**src/rtl/decode_pkg.sv**
```systemverilog
// Shared RV32I decode constants: opcodes, ALU codes, RF data-in and memory size selects.
`default_nettype none

package decode_pkg;

  localparam logic [6:0] OPC_LUI    = 7'b0110111;
  localparam logic [6:0] OPC_AUIPC  = 7'b0010111;
  localparam logic [6:0] OPC_JAL    = 7'b1101111;
  localparam logic [6:0] OPC_JALR   = 7'b1100111;
  localparam logic [6:0] OPC_BRANCH = 7'b1100011;
  localparam logic [6:0] OPC_LOAD   = 7'b0000011;
  localparam logic [6:0] OPC_STORE  = 7'b0100011;
  localparam logic [6:0] OPC_OP_IMM = 7'b0010011;
  localparam logic [6:0] OPC_OP     = 7'b0110011;

  typedef enum logic [2:0] {
    ALU_ADD = 3'd0,
    ALU_SUB = 3'd1,
    ALU_AND = 3'd2,
    ALU_OR  = 3'd3,
    ALU_XOR = 3'd4,
    ALU_SLL = 3'd5,
    ALU_SRL = 3'd6,
    ALU_SRA = 3'd7
  } alu_op_t;

  localparam logic [1:0] RFD_PC4  = 2'd0;
  localparam logic [1:0] RFD_ALU  = 2'd1;
  localparam logic [1:0] RFD_DMEM = 2'd2;

  localparam logic [1:0] MEM_BYTE = 2'd0;
  localparam logic [1:0] MEM_HALF = 2'd1;
  localparam logic [1:0] MEM_WORD = 2'd2;

  typedef enum logic [2:0] {
    IMM_NONE = 3'd0,
    IMM_I    = 3'd1,
    IMM_S    = 3'd2,
    IMM_B    = 3'd3,
    IMM_U    = 3'd4,
    IMM_J    = 3'd5
  } imm_fmt_t;

endpackage

`default_nettype wire

```
**src/rtl/decode_imm_gen.sv**
```systemverilog
// Immediate extraction and sign extension for the I/S/B/U/J instruction formats.
`default_nettype none

module decode_imm_gen
  import decode_pkg::*;
#(
  parameter int XLEN = 32
) (
  input  logic [31:7]     instruction,
  input  imm_fmt_t        fmt,
  output logic [XLEN-1:0] immediate
);

  logic sign;
  assign sign = instruction[31];

  always_comb begin
    immediate = '0;
    unique case (fmt)
      IMM_I: immediate = {{(XLEN-12){sign}}, instruction[31:20]};
      IMM_S: immediate = {{(XLEN-12){sign}}, instruction[31:25], instruction[11:7]};
      IMM_B: immediate = {{(XLEN-13){sign}}, instruction[31], instruction[7],
                          instruction[30:25], instruction[11:8], 1'b0};
      IMM_U: immediate = {{(XLEN-32){sign}}, instruction[31:12], 12'b0};
      IMM_J: immediate = {{(XLEN-21){sign}}, instruction[31], instruction[19:12],
                          instruction[20], instruction[30:21], 1'b0};
      default: immediate = '0;
    endcase
  end

endmodule

`default_nettype wire

```
**src/rtl/decode_control.sv**
```systemverilog
// RV32I decoder/control unit with a post-reset register-file clear sequencer.
// Optional ILLEGAL output enabled by DECODE_ILLEGAL_FLAG_EN.
`default_nettype none

module decode_control
  import decode_pkg::*;
#(
  parameter int XLEN = 32
) (
  input  logic            clock,
  input  logic            reset_n,
  input  logic [XLEN-1:0] instruction,
  input  logic [XLEN-1:0] REG_1,
  input  logic [XLEN-1:0] REG_2,
  output logic            PC_IN_MUX_SEL,
  output logic            ALU_OP_1_MUX_SEL,
  output logic            ALU_OP_2_MUX_SEL,
  output logic [2:0]      ALU_OPCODE,
  output logic            RF_WR_EN,
  output logic            RF_SET,
  output logic            RF_RESET,
  output logic [1:0]      RF_DATA_IN_MUX_SEL,
  output logic            DATA_MEMORY_WR_EN,
  output logic [1:0]      DATA_MEMORY_SIZE_SEL,
  output logic            DATA_MEMORY_SIGN_EXTEND,
  output logic [XLEN-1:0] immediate,
  output logic [4:0]      RF_SEL_1,
  output logic [4:0]      RF_SEL_2,
`ifdef DECODE_ILLEGAL_FLAG_EN
  output logic            ILLEGAL,
`endif
  output logic [4:0]      RF_SEL_RD
);

  typedef enum logic [0:0] {ST_INIT = 1'b0, ST_RUN = 1'b1} state_t;
  state_t state;

  always_ff @(posedge clock or negedge reset_n) begin
    if (!reset_n) begin
      state    <= ST_INIT;
      RF_RESET <= 1'b1;
    end else begin
      state    <= ST_RUN;
      RF_RESET <= 1'b0;
    end
  end

  logic [6:0] opcode;
  logic [2:0] funct3;
  logic       alt;
  assign opcode = instruction[6:0];
  assign funct3 = instruction[14:12];
  assign alt    = instruction[30];

  logic       d_pc_sel, d_op1_sel, d_op2_sel, d_rf_we, d_dm_we, d_sext, illegal, taken;
  logic [1:0] d_din, d_size;
  logic [4:0] d_sel1;
  alu_op_t    d_alu;
  imm_fmt_t   d_fmt;
  logic [XLEN-1:0] imm_raw;

  always_comb begin
    d_pc_sel  = 1'b0;
    d_op1_sel = 1'b1;
    d_op2_sel = 1'b0;
    d_alu     = ALU_ADD;
    d_rf_we   = 1'b0;
    d_din     = RFD_ALU;
    d_dm_we   = 1'b0;
    d_size    = MEM_BYTE;
    d_sext    = 1'b0;
    d_fmt     = IMM_NONE;
    d_sel1    = instruction[19:15];
    illegal   = 1'b0;
    taken     = 1'b0;
    case (opcode)
      OPC_LUI: begin
        d_op2_sel = 1'b1; d_fmt = IMM_U; d_rf_we = 1'b1; d_sel1 = 5'd0;
      end
      OPC_AUIPC: begin
        d_op1_sel = 1'b0; d_op2_sel = 1'b1; d_fmt = IMM_U; d_rf_we = 1'b1;
      end
      OPC_JAL: begin
        d_op1_sel = 1'b0; d_op2_sel = 1'b1; d_fmt = IMM_J;
        d_pc_sel  = 1'b1; d_rf_we = 1'b1; d_din = RFD_PC4;
      end
      OPC_JALR: begin
        d_op2_sel = 1'b1; d_fmt = IMM_I;
        d_pc_sel  = 1'b1; d_rf_we = 1'b1; d_din = RFD_PC4;
        illegal   = (funct3 != 3'b000);
      end
      OPC_BRANCH: begin
        d_op1_sel = 1'b0; d_op2_sel = 1'b1; d_fmt = IMM_B;
        case (funct3)
          3'b000:  taken = (REG_1 == REG_2);
          3'b001:  taken = (REG_1 != REG_2);
          3'b100:  taken = ($signed(REG_1) <  $signed(REG_2));
          3'b101:  taken = ($signed(REG_1) >= $signed(REG_2));
          3'b110:  taken = (REG_1 <  REG_2);
          3'b111:  taken = (REG_1 >= REG_2);
          default: illegal = 1'b1;
        endcase
        d_pc_sel = taken;
      end
      OPC_LOAD: begin
        d_op2_sel = 1'b1; d_fmt = IMM_I; d_rf_we = 1'b1; d_din = RFD_DMEM;
        d_size    = funct3[1:0]; d_sext = !funct3[2];
        illegal   = (funct3[1:0] == 2'b11) || (funct3 == 3'b110);
      end
      OPC_STORE: begin
        d_op2_sel = 1'b1; d_fmt = IMM_S; d_dm_we = 1'b1; d_size = funct3[1:0];
        illegal   = funct3[2] || (funct3[1:0] == 2'b11);
      end
      OPC_OP_IMM, OPC_OP: begin
        // Only ADD/SUB and SRL/SRA are distinguished by bit 30; SUB has no immediate form.
        d_op2_sel = (opcode == OPC_OP_IMM);
        d_fmt     = (opcode == OPC_OP_IMM) ? IMM_I : IMM_NONE;
        d_rf_we   = 1'b1;
        case (funct3)
          3'b000:  d_alu = (alt && opcode == OPC_OP) ? ALU_SUB : ALU_ADD;
          3'b001:  d_alu = ALU_SLL;
          3'b100:  d_alu = ALU_XOR;
          3'b101:  d_alu = alt ? ALU_SRA : ALU_SRL;
          3'b110:  d_alu = ALU_OR;
          3'b111:  d_alu = ALU_AND;
          default: illegal = 1'b1;
        endcase
      end
      default: illegal = 1'b1;
    endcase

    if (illegal) begin
      d_pc_sel  = 1'b0;
      d_op1_sel = 1'b1;
      d_op2_sel = 1'b0;
      d_alu     = ALU_ADD;
      d_rf_we   = 1'b0;
      d_din     = RFD_ALU;
      d_dm_we   = 1'b0;
      d_size    = MEM_BYTE;
      d_sext    = 1'b0;
      d_fmt     = IMM_NONE;
      d_sel1    = instruction[19:15];
    end
    if (instruction[11:7] == 5'd0) d_rf_we = 1'b0;
  end

  decode_imm_gen #(.XLEN(XLEN)) u_imm_gen (
    .instruction (instruction[31:7]),
    .fmt         (d_fmt),
    .immediate   (imm_raw)
  );

  logic run;
  assign run = (state == ST_RUN);

  always_comb begin
    PC_IN_MUX_SEL           = run & d_pc_sel;
    ALU_OP_1_MUX_SEL        = run & d_op1_sel;
    ALU_OP_2_MUX_SEL        = run & d_op2_sel;
    ALU_OPCODE              = run ? d_alu : 3'd0;
    RF_WR_EN                = run & d_rf_we;
    RF_SET                  = 1'b0;
    RF_DATA_IN_MUX_SEL      = run ? d_din : 2'd0;
    DATA_MEMORY_WR_EN       = run & d_dm_we;
    DATA_MEMORY_SIZE_SEL    = run ? d_size : 2'd0;
    DATA_MEMORY_SIGN_EXTEND = run & d_sext;
    immediate               = run ? imm_raw : '0;
    RF_SEL_1                = run ? d_sel1 : 5'd0;
    RF_SEL_2                = run ? instruction[24:20] : 5'd0;
    RF_SEL_RD               = run ? instruction[11:7] : 5'd0;
  end

`ifdef DECODE_ILLEGAL_FLAG_EN
  assign ILLEGAL = run & illegal;
`endif

endmodule

`default_nettype wire

```
**config.mk**
```make
export PLATFORM = sky130hd
export DESIGN_NAME = decode_control
export DESIGN_NICKNAME = d
export VERILOG_FILES = /design/src/rtl/decode_pkg.sv /design/src/rtl/decode_imm_gen.sv /design/src/rtl/decode_control.sv
export SDC_FILE = /design/constraint.sdc
export NUM_CORES = 1
export LEC_CHECK = 0
export ABC_AREA = 1
export CELL_PAD_IN_SITES_DETAIL_PLACEMENT = 2
export CELL_PAD_IN_SITES_GLOBAL_PLACEMENT = 2
export CORE_UTILIZATION = 14
export CTS_CLUSTER_DIAMETER = 200
export DETAILED_ROUTE_END_ITERATION = 10
export PLACE_DENSITY = 0.78
export RECOVER_POWER = 50
export SLEW_MARGIN = 20
export SYNTH_ARGS = -nofsm -noshare
export SYNTH_HDL_FRONTEND = slang
export SYNTH_HIERARCHICAL = 1
export SYNTH_SLANG_ARGS = --single-unit
```
**constraint.sdc**
```tcl
create_clock -name clock -period 1.9 [get_ports clock]
set_input_delay 0.19 -clock clock [delete_from_list [all_inputs] [get_ports clock]]
set_output_delay 0.19 -clock clock [all_outputs]
set_load 0.05 [all_outputs]
```
After elaboration in Yosys (flattened, before gate mapping)

Index checks and enable logic that the tools add are counted.

Reductions and logical operators: 18
Multiplexer cells: 38
Equal/unequal tests: 22
Magnitude comparators: 4
Bitwise gates (word level): 6

Operators by type and width:

| cell               | number |
|---|---|
| $pmux 32 s5        | 1 |
| $ge 32x32->1       | 2 |
| $lt 32x32->1       | 2 |
| $pmux 3 s6         | 2 |
| $eq 32x32->1       | 1 |
| $mux 32            | 1 |
| $ne 32x32->1       | 1 |
| $mux 5             | 5 |
| $eq 7x6->1 const B | 3 |
| $eq 7x7->1 const B | 3 |
| $eq 3x3->1 const B | 6 |
| $mux 1             | 15 |
| $eq 7x5->1 const B | 2 |
| $reduce_or 7->1    | 2 |
| $mux 3             | 4 |
| $mux 2             | 5 |
| $reduce_or 2->1    | 5 |
| $reduce_or 3->1    | 3 |
| $eq 7x2->1 const B | 1 |
| $and 1x1->1        | 6 |
| $eq 3x1->1 const B | 2 |
| $eq 3x2->1 const B | 2 |
| $pmux 1 s6         | 1 |
| $reduce_or 6->1    | 1 |
| other kinds (10)   | 12 |

Output and inout port bits: 62
Flip-flop bits (word level): 2

Longest topological paths before layout

Gate-level depths: netlist (run 1).

Depth after elaboration: 8
Mapped depth: 20

Hierarchy

Netlist (run 1), hierarchy kept.

Modules (own cells, without submodules):

| module         | cells each | instances | area each (um2) |
|---|---|---|---|
| decode_control | 354        | 1         | 1836.8 |
| decode_imm_gen | 92         | 1         | 455.4 |

Worst setup path after synthesis (run 1)

Ideal clock, no wire load.

Path type: in2out
Start: input port REG_2[31]
End: output port PC_IN_MUX_SEL
Data required time: 1.710 ns
Path slack: -0.436 ns
Arrival: 2.146 ns
Stages: 12
Path through: inv_1 ha_1 a21oi_1 o21a_1 nand2_1 a21oi_1 nand3_1 nand3_1 nand2_1 nand3_1 nand2_1 a21oi_1

Cells in the longest elaborated chain, start to end: 5

RTL lines:

| what                                       | line                  | text |
|---|---|---|
| start: declaration                         | decode_control.sv:14  | `input logic [XLEN-1:0] REG_2,` |
| $ge 32x32->1, or another cell as far along | decode_control.sv:100 | `3'b111: taken = (REG_1 >= REG_2);` |
| $pmux 1 s6 (*)                             | decode_control.sv:94  | `case (funct3)` |
| $pmux 1 s2 (*)                             | decode_control.sv:76  | `case (opcode)` |
| $mux 1 (*)                                 | decode_control.sv:132 | `if (illegal) begin` |
| $and 1x1->1 (*)                            | decode_control.sv:158 | `PC_IN_MUX_SEL = run & d_pc_sel;` |
| end: declaration                           | decode_control.sv:15  | `output logic PC_IN_MUX_SEL,` |

Every way passes the cells marked *; elsewhere a longest branch is shown, timed or not.

Final worst setup path (run 1)

Start: input port instruction[4]
End: output port immediate[29]

Cells in the longest elaborated chain, start to end: 7

RTL lines:

| what                                                           | line                                        | text |
|---|---|---|
| start: declaration                                             | decode_control.sv:12                        | `input logic [XLEN-1:0] instruction,` |
| $eq 7x5->1, or another cell as far along                       | decode_control.sv:76, decode_control.sv:117 |  |
| $reduce_or 3->1 (no source line), or another cell as far along | --                                          |  |
| $pmux 1 s5 / $pmux 3 s6 (equally long branches)                | decode_control.sv:76                        |  |
| $mux 3 (*)                                                     | decode_control.sv:132                       |  |
| via d_fmt[0]                                                   | decode_control.sv:59                        | `imm_fmt_t d_fmt;` |
| $eq 3x3->1, or another cell as far along                       | decode_imm_gen.sv:19                        | `unique case (fmt)` |
| $pmux 32 s5 (*)                                                | decode_imm_gen.sv:19                        |  |
| via imm_raw[29]                                                | decode_control.sv:60                        | `logic [XLEN-1:0] imm_raw;` |
| $mux 32 (*)                                                    | decode_control.sv:168                       | `immediate = run ? imm_raw : '0;` |
| end: declaration                                               | decode_control.sv:26                        | `output logic [XLEN-1:0] immediate,` |

Mark *: on every way through the listed nets, which the timed path passes. The rest lies on a longest branch.

==> results of run 1 <==
cells in the mapped netlist (2+ instances only):
| master | n | area [sq um] |
|---|---|---|
| o21ai_1 | 6 | 30.03 |
| clkbuf_1 | 3 | 11.26 |
| buf_4 | 6 | 45.04 |
| nand4_1 | 6 | 37.54 |
| nor2_1 | 41 | 153.9 |
| o21ai_0 | 5 | 25.02 |
| nand3_1 | 50 | 250.2 |
| nand2_1 | 115 | 431.7 |
| buf_1 | 2 | 7.510 |
| nand2_2 | 2 | 12.51 |
| ha_1 | 32 | 400.4 |
| buf_2 | 3 | 15.01 |
| nor2_2 | 3 | 18.77 |
| nor2_4 | 2 | 22.52 |
| inv_2 | 8 | 30.03 |
| a31oi_1 | 2 | 12.51 |
| buf_6 | 2 | 22.52 |
| nor3_2 | 5 | 50.05 |
| conb_1 | 2 | 7.510 |
| a21oi_1 | 17 | 85.08 |
| nor3_1 | 8 | 40.04 |
| o21a_1 | 2 | 15.01 |
| inv_1 | 114 | 427.9 |
cell type report:
type,count,area (sq um),share of cell area (%)
clock buffer,4,78.83,1.202
inverter,122,599.3,9.136
multi-input combinational,307,2749,41.90
sequential,2,51.30,0.7820
tap,216,270.3,4.120
timing repair buffer,247,2811,42.86
what timing repair did:
item / 4_1_cts / 5_1_grt
endpoints found under the setup margin: 50 / 48
gates cloned: 3 / 0
gates resized for setup: 465 / 45
buffers inserted: 30 / 6
pin swaps: 115 / 14
final timing paths:
kind                                  to  slack [ns]  depth (start not counted)
worst min-delay path                 run        0.20                          1
max in group asynchronous       RF_RESET        1.49                          1
min in group clock              RF_WR_EN        1.02                          6
worst max-delay path       immediate[29]       -0.81                         17
cells in the final DEF, fill, tap and decap left out, types with 7 or more instances in the layout:
cell type        synthesis  final
nand3_2                  0     10
a21oi_2                  0      9
inv_2                    8     39
buf_12                   0     63
buf_4                    6     66
nand2_4                  1     22
clkdlybuf4s15_1          0      9
nor2_4                   2     16
nor3_2                   5      7
clkdlybuf4s50_1          0     23
nor2_1                  41     18
nand2_2                  2     38
o21ai_1                  6      7
clkinvlp_4               0     30
nand2_1                115     55
nor2_2                   3     12
buf_6                    2     22
buf_2                    3     44
nand3_1                 50     34
ha_4                     0     27
inv_1                  114     47
clkdlybuf4s15_2          0      9
flip-flops by register name (all words and copies together), names as in the netlist:
register and flops:
RF_RESET 1, run 1
cell families (layout without fill, tap and decap cells):
family	count (synthesis)	count (layout)	synth area share, %
and+or+nand+nor	235	235	46.07
other	2	3	0.3276
AOI/OAI and AO/OA	37	37	9.497
adders and majority gates	32	32	17.47
DFF	2	2	2.238
buffers and inverters	138	373	24.40
per-layer routing:
layer / vias up / global-route usage (%) / part of all wire, %
li1: 1839 / - / -
met3: 22 / 1.681 / 3.4
met1: 1843 / 18.09 / 36
met4: 2 / 2.257 / 1.7
met5: - / 0 / 0.056
met2: 100 / 38.03 / 58
per-stage QoR:
step / area (sq um) / hold WS (ns)
5_1_grt: 6560 / 0.2058
2_1_floorplan: 2527 / -0.1056
4_1_cts: 6394 / 0.1352
3_5_place_dp: 5308 / 0.3673
6_report: 6560 / 0.2036
3_3_place_gp: 5308 / 0.3569
power groups by stage:
stage	logic, mW	clock network [mW]	registers [mW]
after floorplan	0.322	0	0.0518
after CTS	0.987	0.332	0.0472
final	1.02	0.325	0.0474
after global routing	1.09	0.336	0.0479
after detailed placement	0.805	0	0.0475
after global placement	0.765	0	0.0474
==> summary.txt, run 1 <==
Power and ir drop
  • Switching pwr: just under 600 uW
  • P_int: around 810 uW
  • Clock power share: 23.4%
  • Power Total: around 1.4 mW
  • Combinational share of power: about three quarters
  • Flop pwr share: ~3.4%
  • Net Sw Frac: about two fifths
  • Leak: 3.010 nW
  • PD cells: roughly 210 mW/mm^2
  • Largest vdd supply drop: between 150 and 200 uV

Drt
  • Total wire length: 15.94 mm
  • Per-cell routed wire length: around 18 microns
  • # DRC: 0
  • Antenna-violating nets left: 0
  • Initial DRC Count: 76
  • Vias per inst: about 4.2
  • Drt pass-1 iters: 4
  • Via count: 3806

Critical path
  • CP max stage cell: nor3_1
  • Critical Path Start Type: input port
  • Max FO, Critical Path: 5
  • Top cell family by delay on the critical path: buffers and inverters
  • WP data arrival: 2.52 ns
  • Slowest stage delay, CP: about 0.45 ns
  • CP Capture Type: output pin
  • Crit-path cells: buf_2, buf_6, inv_16, nor2_4, buf_4, inv_1, nor3_2, nor3_1, a21oi_4, buf_6, o211ai_4, buf_12, buf_12, nand3_4, nand2_4, clkinvlp_4, buf_12
  • CP most frequent cell: buf_12
  • WS Path Type: in -> out
  • CP Launch Point: instruction[4]
  • CP Buf/Inv Count: 10
  • Data required time at the worst endpoint: about 1.7 ns

Timing
  • Setup TNS Final: -26.88 ns
  • RSZ-0062 raised after global routing: yes
  • Worst-Margin Slew: roughly 0.53 ns
  • Final setup fails: 43
  • Final Hold Vio Count: 0
  • PnR worst setup slack: -0.8056 ns
  • Max Freq: 0.3696 GHz
  • Rel. slew slack: 64.66%
  • Final Cycle Share: 142.4%
  • Slew Limit Fails: 0
  • Tmin final: 2.706 ns

Place
  • Placed Cells: 861
  • Gpl congestion: about 0.76
  • DP Worst Slack: -1.377 ns
  • Post-DP HPWL: roughly 11 mm
  • I/O Buffers: between 150 and 200

Logic synthesis
  • Synth unique cells: 33
  • Mapped Area: 0.002292 sq mm
  • Asr flop ratio synth: 100.0%
  • Synth Register Bits: 2
  • Ys flop type: dfstp_2
  • Cell count after synthesis: approximately 450
  • Number of synthesized flops with an enable pin: 0
  • Avg Cell Area, Syn: between 5 and 6 sq um
  • Seq/Total Area, Yosys: under 10%
  • Yosys warnings: 6

Global routing
  • Gr ovfl total: 0
  • GRT Total Usage: 17.57%
  • Vias in the first global route: 4278
  • First-pass GRT wire length: between 20 and 25 mm
  • Initial antenna violation count: 1
  • Pin count of the biggest net entering global routing: 48

Clocking
  • CTS Hold Bufs: 0
  • Clock buffer count from CTS: 3
  • Clock slew at reported path FFs: around 0.03 ns
  • Clock sinks: 2
  • Clock buffer depth: 2
  • CTS tree: built
  • H-tree lvl count: 1
  • CTS root buffer: clkbuf_16

Final layout
  • Fin cells: around 900
  • Final Util: between 40% and 50%
  • ANT cells: 0
  • Fillers: 1719
  • Area grow syn2layout: 186.2%
  • Layout cells sized above 1: between 60% and 70%
  • Layout net count: about 800

Floorplan
  • Chip height: about 130 microns
  • Initial Utilization: roughly 14%
  • Io pins: 160
  • Die width: around 130 microns
  • Die area: 0.01689 sq mm
  • Core Area: around 0.016 sq mm
  • # rows: between 40 and 50

Flow run
  • Max Cap Viol: 0

Min path
  • Worst min path class: in -> async

Status
  • Status: finished, violations left
  • Violated checks: setup timing
Note: power is estimated with default switching activity, not from simulation.
==> inputs of run 2 (changes only) <==
CORE_MARGIN = 2   (was default)
CTS_BUF_LIST = sky130_fd_sc_hd__clkbuf_8   (was default)
==> run 2 against run 1 <==
Effect of this change: the flow still finishes with violations (setup timing); fmax is 6.2% higher; sequential power hardly changed; clock power shrank 45%; combinational power hardly changed; die area increased by 3.1%; sequential share of layout area barely moved; final cell count up 0.89%; via count is 0.95% higher; flip-flop and latch count did not move; largest power group unchanged.
==> summary.txt, run 2 (same netlist as run 1, synthesis figures left out) <==
Timing
  • PnR worst setup slack: -0.6478 ns
  • Final Hold Vio Count: 0
  • Max Freq: 0.3925 GHz
  • Final Cycle Share: 134.1%
  • Tmin final: roughly 2.5 ns
  • Rel. slew slack: between 60% and 70%
  • Final setup fails: between 40 and 50
  • RSZ-0062 raised after global routing: yes
  • Worst-Margin Slew: around 0.53 ns
  • Slew Limit Fails: 0
  • Final hold slack: about 0.21 ns

Power and ir drop
  • Largest vdd supply drop: 138.2 uV
  • Net Sw Frac: ~46%
  • Leak: 3.129 nW
  • Clock power share: around 14%
  • P_int: ~680 uW
  • Switching pwr: slightly below 600 uW
  • PD cells: between 150 and 200 mW/mm^2
  • Combinational share of power: about four fifths
  • Flop pwr share: approximately 3.8%
  • Power Total: ~1.3 mW

Critical path
  • WS Path Type: in -> out
  • Data required time at the worst endpoint: about 1.7 ns
  • WP data arrival: about 2.4 ns
  • Max FO, Critical Path: 6
  • Critical Path Start Type: input port
  • CP Capture Type: output pin
  • CP Launch Point: instruction[1]
  • Worst Setup EP: immediate[25]

Drt
  • # DRC: 0
  • Total wire length: 17.15 mm
  • Via count: about 3800
  • Initial DRC Count: between 100 and 150
  • Drt pass-1 iters: 4
  • Antenna-violating nets left: 0
  • Per-cell routed wire length: ~19 microns
  • Vias per inst: 4.241

Floorplan
  • Initial Utilization: between 10% and 20%
  • Die area: between 0.015 and 0.02 sq mm
  • Die width: approximately 130 microns
  • # rows: 46
  • Io pins: 160
  • Chip height: ~130 microns
  • Core Area: ~0.016 sq mm

Global routing
  • Met3 usage: about 1.4%
  • Grt met2 use: 36.89%
  • GRT Total Usage: 17.74%
  • Layer with the highest usage: met2
  • First-pass GRT wire length: about 25 mm
  • Vias in the first global route: roughly 4600
  • Pin count of the biggest net entering global routing: 48
  • Met1 GRT Util: a little under a fifth
  • Gr ovfl total: 0
  • Initial antenna violation count: 1

Clocking
  • CTS Hold Bufs: 0
  • Clock slew at reported path FFs: approximately 0.03 ns
  • Clock buffer count from CTS: 3
  • Clock sinks: 2
  • CTS root buffer: clkbuf_8
  • H-tree lvl count: 1
  • CTS tree: built
  • Clock buffer depth: 2

Min path
  • Worst min path class: in -> async

Place
  • Gpl congestion: approximately 0.76
  • Post-DP HPWL: around 11 mm
  • I/O Buffers: 158
  • Post-DP Area: 0.005330 sq mm

Flow run
  • Max Cap Viol: 0

Final layout
  • Layout cells sized above 1: between 60% and 70%
  • Commonest cells after routing, fill and taps aside: buf_4, buf_12, nand2_1
  • Most common cell after layout, fill and taps aside: buf_4
  • Layout net count: a little over 800
  • ANT cells: 0
  • Post-route cell area: approximately 0.0067 sq mm
  • Area grow syn2layout: 193.2%

Status
  • Status: finished, violations left
  • Violated checks: setup timing
## run 2: worst min path at each step
stage | start | endpoint | slack (ns)
floorplan | reset_n | run | -0.11
finish | reset_n | run | 0.21
global placement | reset_n | run | 0.36
detailed placement | reset_n | run | 0.37
CTS | reset_n | run | 0.14
global route | reset_n | run | 0.21
## run 2: metrics by stage
step | util, % | TNS, ns | worst slack (ns) | instances
after floorplan | - | -5.413 | -0.1924 | 447
after detailed placement | 33.43 | -44.70 | -1.390 | 864
after global routing | 42.15 | -29.04 | -0.7568 | 906
final | 42.15 | -24.32 | -0.6478 | 906
after global placement | 33.43 | -37.42 | -1.120 | 864
after CTS | 40.42 | -22.85 | -0.7289 | 899
## run 2: worst max-delay path: stages
cell        delay (ns)
buf_8             0.10
nand2_8           0.06
nor2_4            0.04
inv_4             0.06
nor2_4            0.05
buf_6             0.13
nand2_4           0.07
inv_4             0.05
o21ai_4           0.16
o21ai_2           0.09
nor2_2            0.16
nand2_4           0.10
nor2_4            0.13
buf_6             0.15
inv_6             0.05
nand4_1           0.09
buf_6             0.14
buf_8             0.14
nand3_2           0.07
nand2_2           0.09
clkinvlp_4        0.10
buf_12            0.15
## run 2: power groups by stage
stage	combinational, mW	clock, mW	sequential, mW
after floorplan	0.322	0	0.0518
after CTS	0.964	0.177	0.0474
final	1.03	0.179	0.0473
after global placement	0.772	0	0.0474
after detailed placement	0.807	0	0.0478
after global routing	1.11	0.189	0.0475
## run 2: layout make-up
class | count | area [sq um]
Tap cell | 216 | 270.3
Clock buffer | 3 | 41.29
Sequential cell | 2 | 51.30
Timing Repair Buffer | 255 | 2949
Inverter | 122 | 614.3
Fill cell | 1720 | 9223
Clock inverter | 1 | 3.754
Multi-Input combinational cell | 307 | 2790
## run 2: layer usage
metal  vias up  part of all wire (%)
met5         -                 0.076
met1      1865                    37
met4         2                   2.0
met3        26                   2.6
met2        97                    58
li1       1852                     -
## run 2: repair_timing
| action | in CTS | in global routing |
|---|---|---|
| endpoints found under the setup margin | 50 | 48 |
| pin swaps | 114 | 31 |
| resized for setup | 433 | 82 |
| buffers inserted | 28 | 13 |
| cloned | 4 | 0 |
